## src/rtl/scan_ctrl_pkg.sv

```systemverilog
// Shared types and defaults for the scan chain controller.
package scan_ctrl_pkg;

    localparam int unsigned DefChainLen = 8;
    localparam int unsigned DefCntW     = 4;

    typedef enum logic [2:0] {
        StIdle,
        StShift,
        StCapture,
        StUnload,
        StDone
    } state_e;

endpackage

```

## src/rtl/scan_shreg.sv

```systemverilog
// Dual-purpose shift register: pattern leaves from the MSB while the chain response
// enters at the LSB, so after Width shifts it holds the response in MSB-first order.
module scan_shreg #(
    parameter int unsigned Width = 8
) (
    input  logic             clk_i,
    input  logic             rst_ni,
    input  logic             load_i,
    input  logic [Width-1:0] load_val_i,
    input  logic             shift_i,
    input  logic             ser_i,
    output logic             ser_o,
    output logic [Width-1:0] par_next_o
);

    logic [Width-1:0] sh_q, sh_d;

    // Value after the pending shift, so the final serial sample is visible in parallel.
    assign par_next_o = {sh_q[Width-2:0], ser_i};
    assign ser_o      = sh_q[Width-1];

    always_comb begin
        sh_d = sh_q;
        if (load_i) begin
            sh_d = load_val_i;
        end else if (shift_i) begin
            sh_d = par_next_o;
        end
    end

    always_ff @(posedge clk_i or negedge rst_ni) begin
        if (!rst_ni) begin
            sh_q <= '0;
        end else begin
            sh_q <= sh_d;
        end
    end

endmodule

```

## src/rtl/scan_chain_ctrl.sv

```systemverilog
// Scan chain test controller: shift-in, capture, and overlapped shift-out of responses.
module scan_chain_ctrl
    import scan_ctrl_pkg::*;
#(
    parameter int unsigned CHAIN_LEN  = DefChainLen,
    parameter int unsigned CNT_W      = DefCntW,
    parameter int unsigned CAP_CYCLES = 1,
    parameter bit          FILL_BIT   = 1'b0
) (
    input  logic                 clk,
    input  logic                 reset_L,
    input  logic                 start,
    input  logic [CHAIN_LEN-1:0] pat_in,
    input  logic                 pat_valid,
    output logic                 pat_ready,
    output logic                 SE,
    output logic                 SD,
    input  logic                 scan_q,
    output logic [CHAIN_LEN-1:0] resp,
    output logic                 resp_valid,
    output logic                 busy,
    output logic                 done
);

    localparam logic [CNT_W-1:0] ShiftLast = CNT_W'(CHAIN_LEN - 1);
    localparam logic [CNT_W-1:0] CapLast   = CNT_W'(CAP_CYCLES - 1);

    state_e               state_q, state_d;
    logic [CNT_W-1:0]     cnt_q, cnt_d;
    logic                 first_q, first_d;
    logic                 pat_ready_q, pat_ready_d;
    logic                 se_q, se_d;
    logic [CHAIN_LEN-1:0] resp_q, resp_d;
    logic                 resp_valid_q, resp_valid_d;
    logic                 busy_q, busy_d;
    logic                 done_q, done_d;

    logic                 sh_load, sh_shift;
    logic [CHAIN_LEN-1:0] sh_load_val, sh_par_next;

    scan_shreg #(
        .Width (CHAIN_LEN)
    ) u_shreg (
        .clk_i      (clk),
        .rst_ni     (reset_L),
        .load_i     (sh_load),
        .load_val_i (sh_load_val),
        .shift_i    (sh_shift),
        .ser_i      (scan_q),
        .ser_o      (SD),
        .par_next_o (sh_par_next)
    );

    always_comb begin
        state_d      = state_q;
        cnt_d        = cnt_q;
        first_d      = first_q;
        pat_ready_d  = 1'b0;
        resp_d       = resp_q;
        resp_valid_d = 1'b0;
        sh_load      = 1'b0;
        sh_load_val  = pat_in;
        sh_shift     = 1'b0;

        unique case (state_q)
            StIdle: begin
                if (start && pat_valid) begin
                    sh_load     = 1'b1;
                    pat_ready_d = 1'b1;
                    first_d     = 1'b1;
                    state_d     = StShift;
                end
            end
            StShift: begin
                sh_shift = 1'b1;
                if (cnt_q == ShiftLast) begin
                    cnt_d   = '0;
                    first_d = 1'b0;
                    state_d = StCapture;
                    // The first shift of a session unloads pre-session chain state.
                    if (!first_q) begin
                        resp_d       = sh_par_next;
                        resp_valid_d = 1'b1;
                    end
                end else begin
                    cnt_d = cnt_q + 1'b1;
                end
            end
            StCapture: begin
                if (cnt_q == CapLast) begin
                    cnt_d   = '0;
                    sh_load = 1'b1;
                    if (pat_valid) begin
                        pat_ready_d = 1'b1;
                        state_d     = StShift;
                    end else begin
                        sh_load_val = {CHAIN_LEN{FILL_BIT}};
                        state_d     = StUnload;
                    end
                end else begin
                    cnt_d = cnt_q + 1'b1;
                end
            end
            StUnload: begin
                sh_shift = 1'b1;
                if (cnt_q == ShiftLast) begin
                    cnt_d        = '0;
                    resp_d       = sh_par_next;
                    resp_valid_d = 1'b1;
                    state_d      = StDone;
                end else begin
                    cnt_d = cnt_q + 1'b1;
                end
            end
            StDone: begin
                state_d = StIdle;
            end
            default: begin
                state_d = StIdle;
            end
        endcase

        // Outputs follow the next state so they stay aligned with it once registered.
        se_d   = (state_d == StShift) || (state_d == StUnload);
        busy_d = (state_d != StIdle);
        done_d = (state_d == StDone);
    end

    always_ff @(posedge clk or negedge reset_L) begin
        if (!reset_L) begin
            state_q      <= StIdle;
            cnt_q        <= '0;
            first_q      <= 1'b0;
            pat_ready_q  <= 1'b0;
            se_q         <= 1'b0;
            resp_q       <= '0;
            resp_valid_q <= 1'b0;
            busy_q       <= 1'b0;
            done_q       <= 1'b0;
        end else begin
            state_q      <= state_d;
            cnt_q        <= cnt_d;
            first_q      <= first_d;
            pat_ready_q  <= pat_ready_d;
            se_q         <= se_d;
            resp_q       <= resp_d;
            resp_valid_q <= resp_valid_d;
            busy_q       <= busy_d;
            done_q       <= done_d;
        end
    end

    assign pat_ready  = pat_ready_q;
    assign SE         = se_q;
    assign resp       = resp_q;
    assign resp_valid = resp_valid_q;
    assign busy       = busy_q;
    assign done       = done_q;

endmodule

```

## config.mk

```make
export PLATFORM = sky130hd
export DESIGN_NAME = scan_chain_ctrl
export DESIGN_NICKNAME = d
export VERILOG_FILES = /design/src/rtl/scan_ctrl_pkg.sv /design/src/rtl/scan_shreg.sv /design/src/rtl/scan_chain_ctrl.sv
export SDC_FILE = /design/constraint.sdc
export NUM_CORES = 1
export LEC_CHECK = 0
export ABC_AREA = 0
export CAP_MARGIN = 30
export CORE_MARGIN = 10
export CORE_UTILIZATION = 45
export DETAILED_ROUTE_END_ITERATION = 10
export GPL_ROUTABILITY_DRIVEN = 1
export PLACE_DENSITY = 0.8
export SETUP_SLACK_MARGIN = 0.15
export SYNTH_ARGS = -nofsm -noshare
export SYNTH_HDL_FRONTEND = slang
export SYNTH_HIERARCHICAL = 1
export SYNTH_SLANG_ARGS = --single-unit
```

## constraint.sdc

```tcl
create_clock -name clk -period 1.85 [get_ports clk]
set_clock_uncertainty 0.2 [all_clocks]
set_input_delay 0.37 -clock clk [delete_from_list [all_inputs] [get_ports clk]]
set_output_delay 0.37 -clock clk [all_outputs]
set_load 0.01 [all_outputs]
```

==> flow_summary.json, run 1 <==
{
  "r2r_slack_ns": 0.05,
  "p_sw_share_pct": 36.7,
  "cts.reportedPaths.clkPinSlew_ns": 0.08,
  "dieArea_sq_um": 5600,
  "path_max_fanout": 9,
  "grt_pass1_vias": 1034,
  "synth_flop_cell": "dfrtp_1",
  "finalMaxSlewViolations": 0,
  "drive_gt1_share_pct": 31.3,
  "synth_common_cells": "dfrtp_1, nand2_1, nor2b_1",
  "max_slew_margin_pct": 72.4,
  "setup_viol_count_final": 0,
  "synth_top_cell_area_share_pct": 53.7,
  "syn_inst": 117,
  "clock_sinks": 29,
  "total_leakage_power_nw": 0.842,
  "maxCapViolations": 0,
  "ant_nets": 0,
  "grt_pass1_wl_mm": 4.83,
  "placed_cell_area_sq_um": 1720,
  "p_seq_share_pct": 39.7,
  "finalCriticalPeriod_ns": 1.80,
  "intPower_mw": 1.78,
  "yosys_warnings": 6,
  "io_buffers": 26,
  "synthTopCellsByArea": "dfrtp_1, mux2_2, mux2i_1, nor2b_1, nand2_1",
  "grt_use_total_pct": 11.3,
  "grt_max_degree": 30,
  "postCtsHoldBufs": 0,
  "vdd_drop_max_mv": 0.904,
  "tightest_slew_ns": 0.410,
  "crit_path_start_kind": "register",
  "syn_nets": 132,
  "crit_path_end_kind": "register",
  "vias_per_cell": 5.23,
  "root_buffer": "clkbuf_4",
  "cts_tree": "yes",
  "io_pins": 27,
  "die_h_microns": 74.8,
  "place_inst": 182,
  "hpwl_mm": 2.04,
  "holdWs_ns": 0.227,
  "fin_area_sq_um": 1850,
  "drt_iter0_drc": 88,
  "num_rows": 19,
  "insertion_delay_ns": 0.32,
  "async_reset_ff_share_pct": 100,
  "die_w_microns": 74.8,
  "place_congestion": 0.859,
  "rsz0062_at_grt": "yes",
  "first_pass_iters": 4,
  "synth_enable_flop_cells": 0,
  "power.density_nw_per_um2": 1520,
  "ys_ff_latch": 29,
  "fp.coreArea_sq_um": 2810,
  "worstPathArrival_ns": 1.80,
  "final_nets": 178,
  "yosysSeqAreaShare_pct": 53.7,
  "synth_area_sq_um": 1350,
  "clock_path_buffers": 2,
  "pwr-share-comb_pct": 46.7,
  "antenna_cells": 0,
  "initial_core_util_pct": 48.2,
  "numCtsBuffers": 5,
  "vias": 1015,
  "cp.required_ns": 1.86,
  "grt-ovfl-total": 0,
  "fin_cells": 194,
  "n_fill_cell": 227,
  "crit_type": "register to register",
  "hp-class": "input pin to async pin",
  "clkPwrFrac_pct": 13.6,
  "htree_levels": 2,
  "syn_area_per_cell_sq_um": 11.6,
  "syn2layout_area_growth_pct": 37.0,
  "wl_per_cell_microns": 15.4,
  "yosysUniqueCellTypes": 33,
  "synth_top_area_cell": "dfrtp_1",
  "antenna_found_initial": 0,
  "outcome": "completed",
  "hold_viol": 0,
  "drc": 0,
  "wl_mm": 3.00,
  "min_period_over_period_pct": 97.3,
  "p_sw_mw": 1.03,
  "yosysMostFrequentCell": "dfrtp_1",
  "max_freq_mhz": 556
}
==> per-layer routing <==
metal / part of all wire, % / global-route usage (%) / up-vias / wire length (microns)
met5: 0 / 0 / - / 0
met4: 1.8 / 5.67 / 0 / 53
met3: 7.3 / 5.12 / 6 / 218
met2: 47 / 17.4 / 26 / 1420
met1: 44 / 13.1 / 495 / 1310
li1: - / - / 488 / -
==> per-stage QoR <==
stage	util [%]	setup WS [ns]	TNS (ns)	power (mW)
final	66.1	0.0506	0	2.81
after global routing	66.1	-0.0730	-0.686	3.02
after CTS	63.7	0.0578	0	2.72
after detailed placement	61.3	-0.0940	-0.688	2.39
after global placement	61.3	-0.0638	-0.501	2.33
after floorplan	-	0.129	0	1.86
==> placed cells by master (no fill, tap or decap), types with 4 or more instances in the layout <==
cell	count
dfrtp_1	29
dlygate4sd2_1	14
buf_4	13
clkdlybuf4s50_1	12
nand2_1	11
nor2b_1	8
mux2_2	8
mux2i_1	8
o21ai_1	7
nor2_1	6
clkbuf_4	5
o21ai_0	4
==> cell type report <==
| type | instances | area [sq um] | share of cell area, % |
|---|---|---|---|
| sequential | 29 | 726 | 39.2 |
| tap | 31 | 38.8 | 2.09 |
| multi-input combinational | 80 | 633 | 34.2 |
| clock buffer | 7 | 55.1 | 2.97 |
| timing repair buffer | 41 | 372 | 20.1 |
| timing repair inverter | 1 | 7.51 | 0.405 |
| inverter | 5 | 21.3 | 1.15 |
==> power groups by stage <==
stage	Sequential (mW)	Combinational [mW]	Clock, mW
2_1_floorplan	1.17	0.686	0
3_5_place_dp	1.13	1.26	0
3_3_place_gp	1.11	1.22	0
5_1_grt	1.16	1.44	0.422
6_report	1.12	1.31	0.382
4_1_cts	1.11	1.22	0.392
==> critical path, stage by stage, from the launching register on <==
cell	delay, ns
dfrtp_1	0.40
ha_2	0.19
and3b_2	0.21
nand2_2	0.08
a21oi_4	0.14
buf_12	0.14
mux2_2	0.32
==> what timing repair did <==
item,in CTS,in global routing
resized for setup,19,11
pin swaps,1,9
buffers inserted,1,3
endpoints found under the setup margin,31,21
cloned,1,0
==> registers in the layout, indices dropped and copies added, names as in the netlist <==
| register | flops |
|---|---|
| done | 1 |
| cnt_q | 4 |
| resp | 8 |
| state_q | 3 |
| busy | 1 |
| u_shreg/sh_q | 8 |
| first_q | 1 |
| SE | 1 |
| resp_valid | 1 |
| pat_ready | 1 |
==> logic make-up after synthesis <==
kind of cell | count (synthesis) | share of synthesized area (%)
multiplexers | 16 | 12.6
flip-flops | 29 | 53.7
AND/OR/NAND/NOR | 41 | 17.9
XOR/XNOR | 3 | 1.94
buffers and inverters | 8 | 3.61
AO/OA/AOI/OAI | 18 | 8.42
adder cells (fa/ha/maj) | 2 | 1.85
==> final timing paths <==
check                               from              end  cells after the start
worst max register to register  cnt_q[0]          resp[7]                      6
worst min-delay path             reset_L  u_shreg/sh_q[4]                      2
worst max-delay path            cnt_q[0]          resp[7]                      6
worst min register to register   resp[4]          resp[4]                      1
min in group clk                 resp[4]          resp[4]                      1
max in group asynchronous        reset_L               SE                      2
Power figures use the tool's default switching activity.
==> run 2, diff against run 1 <==
Settings changed: CAP_MARGIN 30 to 15.
==> results of run 2 <==
Same layout as run 1: the final DEF is identical, and so are final timing and power.
